## src/rtl/vga_timing_gen.sv

```systemverilog
// Pixel-clock VGA timing generator: raster counters, delayed sync/DE/RGB aligned to a
// PIPE_LAT-cycle color lookup, and a framebuffer flip handshake taken at vblank start.
module vga_timing_gen #(
    parameter int H_ACTIVE = 800,
    parameter int H_FP     = 40,
    parameter int H_SYNC   = 48,
    parameter int H_BP     = 88,
    parameter int V_ACTIVE = 480,
    parameter int V_FP     = 13,
    parameter int V_SYNC   = 3,
    parameter int V_BP     = 29,
    parameter int PIPE_LAT = 1,
    parameter bit SYNC_POL = 1'b0
) (
    input  logic        clk_i,
    input  logic        rst_i,
    output logic [9:0]  sx_o,
    output logic [9:0]  sy_o,
    input  logic [14:0] color_i,
    output logic [4:0]  vga_r_o,
    output logic [4:0]  vga_g_o,
    output logic [4:0]  vga_b_o,
    output logic        vga_hs_o,
    output logic        vga_vs_o,
    output logic        vga_de_o,
    output logic        frame_start_o,
    output logic        vblank_start_o,
    input  logic        swap_req_i,
    output logic        swap_ack_o,
    output logic        buffer_sel_o
);

    localparam logic [9:0] H_MAX  = 10'(H_ACTIVE + H_FP + H_SYNC + H_BP - 1);
    localparam logic [9:0] V_MAX  = 10'(V_ACTIVE + V_FP + V_SYNC + V_BP - 1);
    localparam logic [9:0] H_ACT  = 10'(H_ACTIVE);
    localparam logic [9:0] V_ACT  = 10'(V_ACTIVE);
    localparam logic [9:0] HS_BEG = 10'(H_ACTIVE + H_FP);
    localparam logic [9:0] HS_END = 10'(H_ACTIVE + H_FP + H_SYNC - 1);
    localparam logic [9:0] VS_BEG = 10'(V_ACTIVE + V_FP);
    localparam logic [9:0] VS_END = 10'(V_ACTIVE + V_FP + V_SYNC - 1);

    // Pipeline carries sync as "active" flags; polarity is applied only at the pins.
    typedef struct packed {
        logic hs;
        logic vs;
        logic de;
    } ctl_t;

    logic [9:0]  hcnt_q, hcnt_d;
    logic [9:0]  vcnt_q, vcnt_d;
    ctl_t        raw;
    ctl_t        last;
    ctl_t        pipe_q [PIPE_LAT];
    logic        hs_q, vs_q, de_q;
    logic [14:0] rgb_q;
    logic        ack_q, buf_q;
    logic        vblank_start;

    always_comb begin
        hcnt_d = hcnt_q + 10'd1;
        vcnt_d = vcnt_q;
        if (hcnt_q == H_MAX) begin
            hcnt_d = '0;
            vcnt_d = (vcnt_q == V_MAX) ? '0 : vcnt_q + 10'd1;
        end
    end

    assign raw.hs = (hcnt_q >= HS_BEG) && (hcnt_q <= HS_END);
    assign raw.vs = (vcnt_q >= VS_BEG) && (vcnt_q <= VS_END);
    assign raw.de = (hcnt_q < H_ACT) && (vcnt_q < V_ACT);
    assign last   = pipe_q[PIPE_LAT-1];

    assign vblank_start = (hcnt_q == '0) && (vcnt_q == V_ACT);

    always_ff @(posedge clk_i) begin
        if (rst_i) begin
            hcnt_q <= '0;
            vcnt_q <= '0;
            for (int i = 0; i < PIPE_LAT; i++) pipe_q[i] <= '0;
            hs_q   <= ~SYNC_POL;
            vs_q   <= ~SYNC_POL;
            de_q   <= 1'b0;
            rgb_q  <= '0;
            ack_q  <= 1'b0;
            buf_q  <= 1'b0;
        end else begin
            hcnt_q    <= hcnt_d;
            vcnt_q    <= vcnt_d;
            pipe_q[0] <= raw;
            for (int i = 1; i < PIPE_LAT; i++) pipe_q[i] <= pipe_q[i-1];
            hs_q  <= last.hs ? SYNC_POL : ~SYNC_POL;
            vs_q  <= last.vs ? SYNC_POL : ~SYNC_POL;
            de_q  <= last.de;
            // Blanking forces black so an undriven color bus never reaches the DAC.
            rgb_q <= last.de ? color_i : '0;
            ack_q <= vblank_start && swap_req_i;
            if (vblank_start && swap_req_i) buf_q <= ~buf_q;
        end
    end

    assign sx_o           = hcnt_q;
    assign sy_o           = vcnt_q;
    assign vga_r_o        = rgb_q[4:0];
    assign vga_g_o        = rgb_q[9:5];
    assign vga_b_o        = rgb_q[14:10];
    assign vga_hs_o       = hs_q;
    assign vga_vs_o       = vs_q;
    assign vga_de_o       = de_q;
    assign frame_start_o  = (hcnt_q == '0) && (vcnt_q == '0);
    assign vblank_start_o = vblank_start;
    assign swap_ack_o     = ack_q;
    assign buffer_sel_o   = buf_q;

endmodule

```

## config.mk

```make
export PLATFORM = sky130hd
export DESIGN_NAME = vga_timing_gen
export DESIGN_NICKNAME = d
export VERILOG_FILES = /design/src/rtl/vga_timing_gen.sv
export SDC_FILE = /design/constraint.sdc
export NUM_CORES = 1
export LEC_CHECK = 0
export ABC_AREA = 1
export ABC_CLOCK_PERIOD_IN_PS = 3600
export CAP_MARGIN = 25
export CORE_UTILIZATION = 60
export DETAILED_ROUTE_END_ITERATION = 8
export DONT_BUFFER_PORTS = 1
export GPL_TIMING_DRIVEN = 0
export PLACE_DENSITY = 0.84
export SYNTH_ARGS = -nofsm -noshare
export SYNTH_HDL_FRONTEND = slang
export SYNTH_SLANG_ARGS = --single-unit
export TNS_END_PERCENT = 50
```

## constraint.sdc

```tcl
create_clock -name clk_i -period 3.6 [get_ports clk_i]
set_input_delay 0.54 -clock clk_i [delete_from_list [all_inputs] [get_ports clk_i]]
set_output_delay 0.54 -clock clk_i [all_outputs]
set_load 0.02 [all_outputs]
```

-- Word-level counts from Yosys, hierarchy flattened
Memories as Yosys holds them, arrays and structs flattened.
Cells that the tools add are included.
- flip-flop bits (word level): 40
- bits in writable memories: 3
- input bits: 18
- logic and storage cells: 41
- memories kept: 1
- add/sub/neg operators: 2
- $lt $le $gt $ge: 6
- equality and inequality tests: 3
- mux-type cells: 8
- bitwise logic cells: 2
- reduce and logical (&&, ||, !) cells: 11
- memories (name ; depth ; width ; rd ports ; clocked after Yosys merged registers in ; wr ports ; line ; source):
    pipe_q ; 1 ; 3 ; 1 ; 0 ; 1 ; 53 ; ctl_t pipe_q [PIPE_LAT];
- operators with widths (operator ; number):
    adder 10 x 1 -> 10 bit (second input constant) ; 2
    equality test 10 bit (second input constant) ; 2
    zero test 10 bit ; 2
    equality test 10 x 9 -> 1 bit (second input constant) ; 1
    >= comparator 10 bit (second input constant) ; 1
    >= comparator 10 x 9 -> 1 bit (second input constant) ; 1
    <= comparator 10 bit (second input constant) ; 1
    <= comparator 10 x 9 -> 1 bit (second input constant) ; 1
    < comparator 10 bit (second input constant) ; 1
    < comparator 10 x 9 -> 1 bit (second input constant) ; 1
    2-to-1 mux 10 bit ; 1
    logical AND 1 bit ; 6
    2-to-1 mux 1 bit ; 6
    OR reduction 2 bit ; 2
    2-to-1 mux 3 bit ; 1
    OR reduction 3 bit ; 1
    NOT 1 bit ; 2

-- Logic depth before layout (Yosys ltp)
Gate-level depths: netlist (run 1).
- depth in word-level cells: 3
- mapped depth: 10
- depth with buffers taken out: 10

-- Least setup slack after synthesis (run 1)
No wires, ideal clock.
- kind: flip-flop to output port
- from: register hcnt_q[0] (netlist: sx_o[0])
- to: output port frame_start_o
- arrival time: 1.661 ns
- data required time: 3.060 ns
- slack: 1.399 ns
- stages on the path, launching flop included: 9
- buffers on the path: 0
- path through: dfxtp_1 inv_1 ha_1 inv_1 nor2_1 nand3_1 nor2_1 inv_1 nor4_1
- cells in the longest elaborated chain, start to end: 2
- RTL lines (element ; line ; source):
    from (decl) ; 49 ; logic [9:0] hcnt_q, hcnt_d;
    from (signal assigned) ; 87 ; hcnt_q <= hcnt_d;
    zero test 10 bit ; 109 ; assign frame_start_o = (hcnt_q == '0) && (vcnt_q == '0);
    logical AND 1 bit ; 109 ;
    to (decl) ; 26 ; output logic frame_start_o,
Every way passes these cells.

-- Worst setup path after layout (run 1)
Ends and elaborated chain as after synthesis.

==> flow_summary_export.csv, run 1 <==
group,metric,value,unit
clock_network,clk_path_buf_depth,2,
floorplan,die_w,57.9,µm
route,wl_per_cell,12.3,µm
global_route,use_met2,0.396,
layout,nets,288,
global_route,busiest_layer,"met2",
synthesis,synth_area,0.00187,mm²
route,wl,3.66,mm
clock_network,clk_latency,0.35,ns
global_route,antenna_found_initial,0,
synthesis,ys_types,25,
global_route,grt_max_degree,17,
synthesis,synthFlopType,"dfxtp_1",
synthesis,syn_avg_cell_area,7.29,µm²
floorplan,initial_utilization,0.657,
synthesis,syn_inst,257,
synthesis,synth_area_leaders,"dfxtp_1 46%, inv_1 10%, nor2_1 9.6%",
global_route,overflow,0,
clock_network,cts_num_sinks,43,
sta,finalSetupViolCount,0,
global_route,grt_use_met3,0.0826,
worst_setup_path,path_cells,"inv_1 > ha_1 > inv_1 > nor2_1 > nand3_1 > nor2_1 > inv_1 > nor4_1",
sta,drv_slew,0,
global_route,grt.total_usage,0.234,
synthesis,yosysMostFrequentCell,"inv_1",
sta,rsz0062_at_grt,"false",
placed_design,gp_congestion,0.869,
sta,worstMarginPinSlew,0.937,ns
floorplan,die_h,57.9,µm
power,ir_drop,0.364,mV
clock_network,clk_pin_slew_worst_paths,0.14,ns
worst_setup_path,critPathCaptureType,"output port",
layout,area_growth,5.48,%
placed_design,pre_cts_ws,1.14,ns
route,vias_per_cell,5.20,
outcome,violations,"design-rule violations",
worst_setup_path,critPathKind,"flip-flop to output port",
sta,post-route-period-util,0.780,
power,leakage,0.915,nW
worst_setup_path,cp_slowest_stage_delay,0.72,ns
synthesis,synth_commonest_cells,"52 x inv_1, 48 x nor2_1, 43 x dfxtp_1, 42 x nand2_1, 17 x nand3_1",
floorplan,dieArea,0.00335,mm²
floorplan,num_rows,19,
clock_network,cts-root-buf,"clkbuf_4",
worst_setup_path,crit_buf_inv,3,
sta,tns,0,ns
outcome,status,"complete, but fails checks",
global_route,grt_pass1_vias,1411,
route,drc,1,
sta,slew_headroom,0.370,
clock_network,cts_tree,"built",
layout,drive_gt1_frac,0.0717,
worst_setup_path,start_kind,"flip-flop",
synthesis,yosysWarningCount,0,
global_route,grt_pass1_wl,5.88,mm
clock_network,cts_buffers,5,
worst_setup_path,crit_required,3.06,ns
sta,hold_viol,0,
worst_setup_path,cp_common_cell,"inv_1",
min_path,hold_path_class,"primary input to flip-flop",
layout,fill_cells,247,
worst_setup_path,crit_path_top_delay_cell,"nor4_1",
synthesis,ys_async_sr_fraction,0,
worst_setup_path,cp_data_arrival_time,2.27,ns
synthesis,synth_edf_count,0,
synthesis,synth_top_area_share,0.460,
synthesis,seq_area_frac_synth,0.460,
clock_network,postCtsSetupBuffers,0,
global_route,grtUsageMet1,0.263,
floorplan,ioPinCount,60,
clock_network,cts_hold_buf,0,
worst_setup_path,cp_max_fo,7,
power,power.density,400,mW/mm²
route,route.vias.total,1539,
synthesis,yosysTopAreaCell,"dfxtp_1",
layout,multiInputGateArea,797,µm²
layout,seq_area,861,µm²
floorplan,core-area,0.00285,mm²
sta,finalClockSkew,0.00770,ns
clock_network,h-tree-depth,2,
flow_run,drv_cap,0,
sta,fin_ws,0.790,ns
synthesis,syn_nets,281,
layout,antenna_cells,0,
sta,max_freq,0.356,GHz
route,antenna_left,0,
worst_setup_path,cp_top_family,"simple AND/OR/NAND/NOR gates",
placed_design,dp_hpwl,2.81,mm
synthesis,ys_ff_latch,43,
sta,post-route-min-period,2.81,ns
route,drt_iter0_markers,62,
clock_network,cts-resized-gates,0,
placed_design,port_buffers,0,
route,firstDrtPassIters,6,
worst paths after layout:
check / start / end / slack (ns) / cells after the start
worst max-delay path: sx_o[0]$_SDFF_PP0_ / frame_start_o / 0.79 / 8
worst min-delay path: rst_i / swap_ack_o$_SDFF_PP0_ / 0.23 / 1
worst max register to register: sx_o[0]$_SDFF_PP0_ / sy_o[3]$_SDFFE_PP0N_ / 1.85 / 7
worst min register to register: pipe_q[0][1]$_SDFF_PP0_ / vga_vs_o$_SDFF_PP1_ / 0.39 / 1
metal layers:
| metal | share of wire | vias up |
|---|---|---|
| li1 | - | 805 |
| met1 | 0.43 | 672 |
| met5 | 0 | - |
| met4 | 0.013 | 0 |
| met3 | 0.081 | 6 |
| met2 | 0.48 | 56 |
worst register-to-register path, stage by stage, from the launching register on:
cell and delay [ns]:
dfxtp_1 0.58, ha_1 0.28, nand3_2 0.15, nor2_4 0.17, nand2_4 0.10, nand2_2 0.12, nand2_2 0.11, and3_1 0.16
layout make-up:
class	count	share of cell area
Sequential cell	43	0.436
Multi-Input combinational cell	159	0.403
Inverter	53	0.101
Tap cell	31	0.0196
Clock buffer	5	0.0190
Clock inverter	3	0.0133
Buffer	2	0.00823
cell families after synthesis:
| kind of cell | count (synthesis) | synth area share |
|---|---|---|
| AOI/OAI and AO/OA | 16 | 0.0474 |
| xor gates and xnor gates | 3 | 0.0140 |
| adders and majority gates | 6 | 0.0401 |
| buffers and inverters | 55 | 0.115 |
| DFF | 43 | 0.460 |
| and+or+nand+nor | 134 | 0.324 |
registers in the layout, summed over array words and instances, names as in the netlist:
signal / cells
sy_o: 10
buffer_sel_o: 1
vga_vs_o: 1
pipe_q: 3
rgb_q: 15
vga_hs_o: 1
sx_o: 10
swap_ack_o: 1
vga_de_o: 1
metrics by stage:
stage / std cells / hold slack (ns) / util / power (W) / area (µm²)
after detailed placement: 288 / 0.356 / 0.670 / 0.000551 / 1910
after CTS: 296 / 0.213 / 0.693 / 0.000798 / 1980
final: 296 / 0.231 / 0.693 / 0.000790 / 1980
after global routing: 296 / 0.189 / 0.693 / 0.000827 / 1980
after global placement: 288 / 0.355 / 0.670 / 0.000550 / 1910
after floorplan: 257 / 0.352 / - / 0.000543 / 1870
power by group:
part	internal (W)	total [W]	switching [W]
registers	0.000487	0.000507	0.0000201
logic	0.0000110	0.0000338	0.0000228
clock network	0.0000825	0.000249	0.000167
total	0.000580	0.000790	0.000210
cell usage in the layout, fill, tap and decap left out, types with 5 or more instances in the layout:
cell type  Yosys  routed
nand4_1        7       7
nor3_1         7       7
nand3_1       17      17
ha_1           6       6
a21oi_1        8       8
clkbuf_4       0       5
nand2_1       42      42
inv_1         52      52
nor2_1        48      48
dfxtp_1       43      43
No activity file was read; power rests on OpenSTA's default activity.
==> run 2: changes to the inputs <==
--- a/config.mk
+++ b/config.mk
@@ -6,13 +6,13 @@
 export NUM_CORES = 1
 export LEC_CHECK = 0
 export ABC_AREA = 1
-export ABC_CLOCK_PERIOD_IN_PS = 3600
+export ABC_CLOCK_PERIOD_IN_PS = 2250
 export CAP_MARGIN = 25
-export CORE_UTILIZATION = 60
+export CORE_UTILIZATION = 55
 export DETAILED_ROUTE_END_ITERATION = 8
 export DONT_BUFFER_PORTS = 1
 export GPL_TIMING_DRIVEN = 0
-export PLACE_DENSITY = 0.84
+export PLACE_DENSITY = 0.81
 export SYNTH_ARGS = -nofsm -noshare
 export SYNTH_HDL_FRONTEND = slang
 export SYNTH_SLANG_ARGS = --single-unit
==> constraint.sdc (replaced) <==
create_clock -name clk_i -period 2.25 [get_ports clk_i]
set_input_delay 0.3375 -clock clk_i [delete_from_list [all_inputs] [get_ports clk_i]]
set_output_delay 0.3375 -clock clk_i [all_outputs]
set_load 0.02 [all_outputs]
==> run 2 against run 1 <==
The run now ends clean. Sequential cell count did not move. Sequential power grew 60%. Non-clock buffer count is 3 higher. Die area grew 8.8%. Via count is 3.7% higher. Register-to-register slack worse by 1.3 ns. Sequential share of layout area fell by 1.4 points. Critical path depth unchanged. Utilization fell by 4.1 points. Worst hold slack worse by 0.22 ns. Global-route usage decreased by 1.1 points. Largest power group unchanged.
==> flow_summary_export.csv, run 2 (same netlist as run 1, synthesis figures left out) <==
group,metric,value,unit
floorplan,initial_utilization,0.594,
floorplan,ioPinCount,60,
sta,rsz0062_at_grt,"false",
sta,post-route-period-util,0.952,
worst_setup_path,cp_data_arrival_time,1.80,ns
worst_setup_path,critPathKind,"flip-flop to output port",
route,route.vias.total,1596,
layout,antenna_cells,0,
clock_network,cts_buffers,5,
placed_design,port_buffers,0,
layout,mostFrequentLayoutCell,"inv_1",
sta,worstMarginPinSlew,0.492,ns
flow_run,drv_cap,0,
global_route,grt_pass1_vias,1309,
global_route,overflow,0,
sta,max_freq,0.467,GHz
sta,finalClockSkew,0.00793,ns
worst_setup_path,cp_top_family,"simple AND/OR/NAND/NOR gates",
power,leakage,0.933,nW
route,wl_per_cell,12.1,µm
power,power_frac_comb,0.056,
power,p_int,0.000931,W
worst_setup_path,cp_common_cell,"inv_1",
global_route,antenna_found_initial,0,
worst_setup_path,r2r_end,"sy_o[3]$_SDFFE_PP0N_",
worst_setup_path,critPathCaptureType,"output port",
layout,largest_reg_flops,15,
clock_network,clk_path_buf_depth,2,
outcome,status,"finished, final reports clean",
sta,slew_headroom,0.672,
clock_network,cts-root-buf,"clkbuf_4",
worst_setup_path,cp.depth,8,
worst_setup_path,cp_slowest_stage_delay,0.41,ns
min_path,hold_path_class,"primary input to flip-flop",
power,seq_power_share,0.635,
clock_network,cts_tree,"built",
worst_setup_path,reg2reg_from,"sx_o[1]$_SDFF_PP0_",
sta,drv_slew,0,
layout,drive_gt1_frac,0.104,
placed_design,placed_cells,301,
worst_setup_path,cp-endpoint,"frame_start_o",
sta,post-route-min-period,2.14,ns
worst_setup_path,worstSetupStartpoint,"sx_o[0]$_SDFF_PP0_",
worst_setup_path,crit_buf_inv,3,
floorplan,num_rows,20,
sta,tns,0,ns
worst_setup_path,r2r_slack,0.59,ns
route,firstDrtPassIters,4,
min_path,hold_depth,1,
global_route,grt_max_degree,16,
layout,layoutNonFillerInstCount,312,
floorplan,core-area,0.00315,mm²
route,vias_per_cell,5.12,
route,antenna_left,0,
layout,final_util,0.651,
route,drt_iter0_markers,74,
power,netSwitchingFraction,0.270,
placed_design,dp_hpwl,2.69,mm
route,drc,0,
sta,hold_viol,0,
global_route,grt.total_usage,0.223,
placed_design,gp_congestion,0.914,
layout,most-common-layout-cells,"51 x inv_1, 47 x nor2_1, 42 x nand2_1",
power,p_switching,0.000345,W
layout,area_growth,9.62,%
worst_setup_path,cp_max_fo,7,
global_route,grt_pass1_wl,5.81,mm
clock_network,clk_pin_slew_worst_paths,0.13,ns
route,wl,3.79,mm
power,pwr-share-clk,0.310,
floorplan,dieArea,0.00364,mm²
worst_setup_path,reg2reg_depth,7,
layout,top_register,"rgb_q",
clock_network,clk_latency,0.37,ns
layout,fill_cells,282,
floorplan,die_w,60.4,µm
floorplan,die_h,60.4,µm
worst_setup_path,crit_required,1.91,ns
power,ir_drop,0.394,mV
layout,nets,291,
worst_setup_path,path_cells,"inv_1 > ha_1 > inv_1 > nor2_1 > nand3_1 > nor2_2 > inv_2 > nor4_4",
clock_network,h-tree-depth,2,
sta,finalSetupViolCount,0,
power,power.density,622,mW/mm²
worst_setup_path,crit_path_top_delay_cell,"dfxtp_4",
worst_setup_path,start_kind,"flip-flop",
clock_network,cts_num_sinks,43,
run 2: per-stage QoR:
step / instance area, µm² / total power (W) / hold WS (ns) / worst slack [ns]
2_1_floorplan: 1870 / 0.000869 / 0.352 / 0.252
3_3_place_gp: 1930 / 0.000880 / 0.356 / -0.0150
3_5_place_dp: 1930 / 0.000883 / 0.355 / -0.0436
4_1_cts: 2040 / 0.00129 / 0.000270 / 0.00413
5_1_grt: 2050 / 0.00133 / -0.00600 / 0.000590
6_report: 2050 / 0.00128 / 0.00944 / 0.109
run 2: what timing repair did:
item                                    4_1_cts  5_1_grt
endpoints found under the hold margin         1        0
gates resized for setup                       8        2
hold buffers                                  1        0
endpoints found under the setup margin        2        1
pin swaps                                     2        2
setup buffers                                 1        1
run 2: power by group through the flow:
stage,clock (W),sequential (W),combinational (W)
final,0.000395,0.000810,0.0000713
after global routing,0.000440,0.000813,0.0000817
after CTS,0.000408,0.000810,0.0000686
after detailed placement,0,0.000827,0.0000554
after global placement,0,0.000827,0.0000538
after floorplan,0,0.000824,0.0000447
run 2: layer usage:
layer / track usage / vias to the layer above / wire length (µm)
li1: - / 817 / -
met1: 0.275 / 716 / 1680
met2: 0.339 / 55 / 1760
met3: 0.0874 / 8 / 269
met4: 0.110 / 0 / 80
met5: 0 / - / 0
run 2: cell type report:
cell class | count | area [µm²] | area share
Multi-Input combinational cell | 159 | 831 | 0.405
Clock buffer | 5 | 37.5 | 0.0183
Timing Repair Buffer | 3 | 25.0 | 0.0122
Tap cell | 44 | 55.1 | 0.0268
Clock inverter | 3 | 23.8 | 0.0116
Inverter | 53 | 199 | 0.0969
Buffer | 2 | 16.3 | 0.00792
Sequential cell | 43 | 866 | 0.422
run 2: worst min path at each step:
| stage | startpoint | to | slack [ns] |
|---|---|---|---|
| 2_1_floorplan | pipe_q[0][2]$_SDFF_PP0_ | vga_hs_o$_SDFF_PP1_ | 0.35 |
| 3_3_place_gp | pipe_q[0][1]$_SDFF_PP0_ | vga_vs_o$_SDFF_PP1_ | 0.36 |
| 3_5_place_dp | pipe_q[0][2]$_SDFF_PP0_ | vga_hs_o$_SDFF_PP1_ | 0.36 |
| 4_1_cts | rst_i | sy_o[8]$_SDFFE_PP0N_ | 0.0003 |
| 5_1_grt | rst_i | swap_ack_o$_SDFF_PP0_ | -0.006 |
| 6_report | rst_i | sy_o[8]$_SDFFE_PP0N_ | 0.009 |
==> run 3: changes to the inputs <==
--- a/config.mk
+++ b/config.mk
@@ -8,11 +8,12 @@
 export ABC_AREA = 1
 export ABC_CLOCK_PERIOD_IN_PS = 2250
 export CAP_MARGIN = 25
-export CORE_UTILIZATION = 55
+export CORE_UTILIZATION = 58
+export CTS_BUF_LIST = sky130_fd_sc_hd__clkbuf_8
 export DETAILED_ROUTE_END_ITERATION = 8
 export DONT_BUFFER_PORTS = 1
 export GPL_TIMING_DRIVEN = 0
-export PLACE_DENSITY = 0.81
+export PLACE_DENSITY = 0.84
 export SYNTH_ARGS = -nofsm -noshare
 export SYNTH_HDL_FRONTEND = slang
 export SYNTH_SLANG_ARGS = --single-unit
==> run 3 against run 2 <==
Wire length down 4.4%. Power increased by 16%. Sequential cell count did not move. Clock skew is 0.0045 ns lower. Clock power increased by 53%. Global-route usage increased by 1.2 points. Non-clock buffer count decreased by 3. Critical path depth did not move. First-iteration DRC count increased by 22%.
==> flow_summary_export.csv, run 3 (same netlist as run 1, synthesis figures left out) <==
group,metric,value,unit
layout,largest_reg_flops,15,
layout,antenna_cells,0,
route,drt_iter0_markers,90,
floorplan,initial_utilization,0.614,
floorplan,ioPinCount,60,
sta,max_freq,0.475,GHz
worst_setup_path,start_kind,"flip-flop",
worst_setup_path,critPathCaptureType,"output port",
placed_design,dp_hpwl,2.71,mm
layout,area_growth,11.4,%
layout,nets,288,
clock_network,cts_num_sinks,43,
power,power.density,710,mW/mm²
global_route,overflow,0,
worst_setup_path,critPathKind,"flip-flop to output port",
worst_setup_path,cp_slowest_stage_delay,0.40,ns
outcome,status,"finished, final reports clean",
floorplan,core-area,0.00305,mm²
worst_setup_path,crit_path_top_delay_cell,"dfxtp_4",
clock_network,h-tree-depth,2,
sta,finalClockSkew,0.00338,ns
global_route,grt.total_usage,0.235,
placed_design,gp_congestion,0.867,
placed_design,port_buffers,0,
route,antenna_left,0,
worst_setup_path,cp_max_fo,7,
flow_run,drv_cap,0,
floorplan,dieArea,0.00346,mm²
worst_setup_path,cp_top_family,"simple AND/OR/NAND/NOR gates",
sta,hold_viol,0,
power,ir_drop,0.297,mV
floorplan,num_rows,20,
global_route,antenna_found_initial,0,
min_path,hold_path_class,"primary input to flip-flop",
worst_setup_path,crit_required,1.91,ns
sta,slew_headroom,0.661,
sta,post-route-period-util,0.935,
route,wl,3.62,mm
layout,mostFrequentLayoutCell,"inv_1",
layout,layoutNonFillerInstCount,309,
layout,finalInstanceArea,0.00209,mm²
route,route.vias.total,1587,
worst_setup_path,cp_data_arrival_time,1.77,ns
power,leakage,0.943,nW
layout,top_register,"rgb_q",
global_route,grt_pass1_vias,1461,
sta,post-route-min-period,2.10,ns
route,firstDrtPassIters,4,
layout,fill_cells,267,
route,wl_per_cell,11.7,µm
worst_setup_path,path_cells,"inv_2 > ha_1 > inv_1 > nor2_1 > nand3_1 > nor2_4 > inv_4 > nor4_4",
clock_network,cts_buffers,5,
floorplan,die_w,58.8,µm
route,vias_per_cell,5.14,
route,drc,0,
clock_network,clk_pin_slew_worst_paths,0.08,ns
global_route,grt_pass1_wl,6.11,mm
clock_network,cts-root-buf,"clkbuf_8",
clock_network,clk_latency,0.30,ns
global_route,grt_max_degree,16,
worst_setup_path,crit_buf_inv,3,
clock_network,clk_path_buf_depth,2,
sta,worstMarginPinSlew,0.507,ns
layout,most-common-layout-cells,"50 x inv_1, 47 x nor2_1, 42 x nand2_1",
clock_network,postCtsSetupBuffers,0,
clock_network,cts_tree,"built",
sta,drv_slew,0,
placed_design,postPlaceCellArea,0.00193,mm²
placed_design,placed_cells,301,
floorplan,die_h,58.8,µm
sta,finalSetupViolCount,0,
layout,drive_gt1_frac,0.0981,
layout,final_util,0.683,
==> run 3: changes by cell type in the layout (fill, tap and decap cells not counted), moves of 2 or more <==
cell	previous run	this run
clkbuf_8	0	5
clkinvlp_4	2	0
buf_4	2	0
clkbuf_4	5	0
==> run 3: repair_timing <==
item / 4_1_cts / 5_1_grt
hold buffers: 0 / 0
setup endpoints to repair: 2 / 2
gates cloned: 0 / 0
pin swaps: 0 / 2
resized for setup: 3 / 9
==> run 3: report_power, final <==
part           switching, W  total [W]  internal, W
Combinational     0.0000432  0.0000666    0.0000234
Clock              0.000268   0.000604     0.000336
Sequential        0.0000312   0.000809     0.000778
==> run 3: path summary, 6_finish.rpt <==
path	startpoint	endpoint	slack, ns	cells after the start
min reg2reg	pipe_q[0][1]$_SDFF_PP0_	vga_vs_o$_SDFF_PP1_	0.37	1
min	rst_i	sy_o[7]$_SDFFE_PP0N_	0.1	1
max	sx_o[0]$_SDFF_PP0_	frame_start_o	0.15	8
max reg2reg	sy_o[0]$_SDFFE_PP0N_	buffer_sel_o$_SDFFE_PP0P_	0.63	8
==> run 3: final cells by class <==
cell class | instances | area (µm²) | share of cell area
sequential | 43 | 866 | 0.415
multi-input combinational | 159 | 831 | 0.398
inverter | 53 | 201 | 0.0966
clock buffer | 5 | 68.8 | 0.0330
tap | 44 | 55.1 | 0.0264
clock inverter | 3 | 47.5 | 0.0228
buffer | 2 | 16.3 | 0.00780
==> run 3: metal layers <==
metal	GRT usage	vias to the layer above	routed length, µm
li1	-	814	-
met1	0.290	690	1560
met2	0.377	73	1690
met3	0.0725	10	285
met4	0.102	0	89
met5	0	-	0
==> run 3: stage by stage <==
stage / setup slack (ns) / hold WS, ns / power, W / setup TNS [ns]
after floorplan: 0.252 / 0.352 / 0.000869 / 0
final: 0.145 / 0.0994 / 0.00148 / 0
after detailed placement: 0.0236 / 0.355 / 0.000882 / 0
after global routing: -0.00750 / 0.0954 / 0.00154 / -0.00750
after global placement: 0.0261 / 0.357 / 0.000881 / 0
after CTS: -0.0183 / 0.0951 / 0.00149 / -0.0183
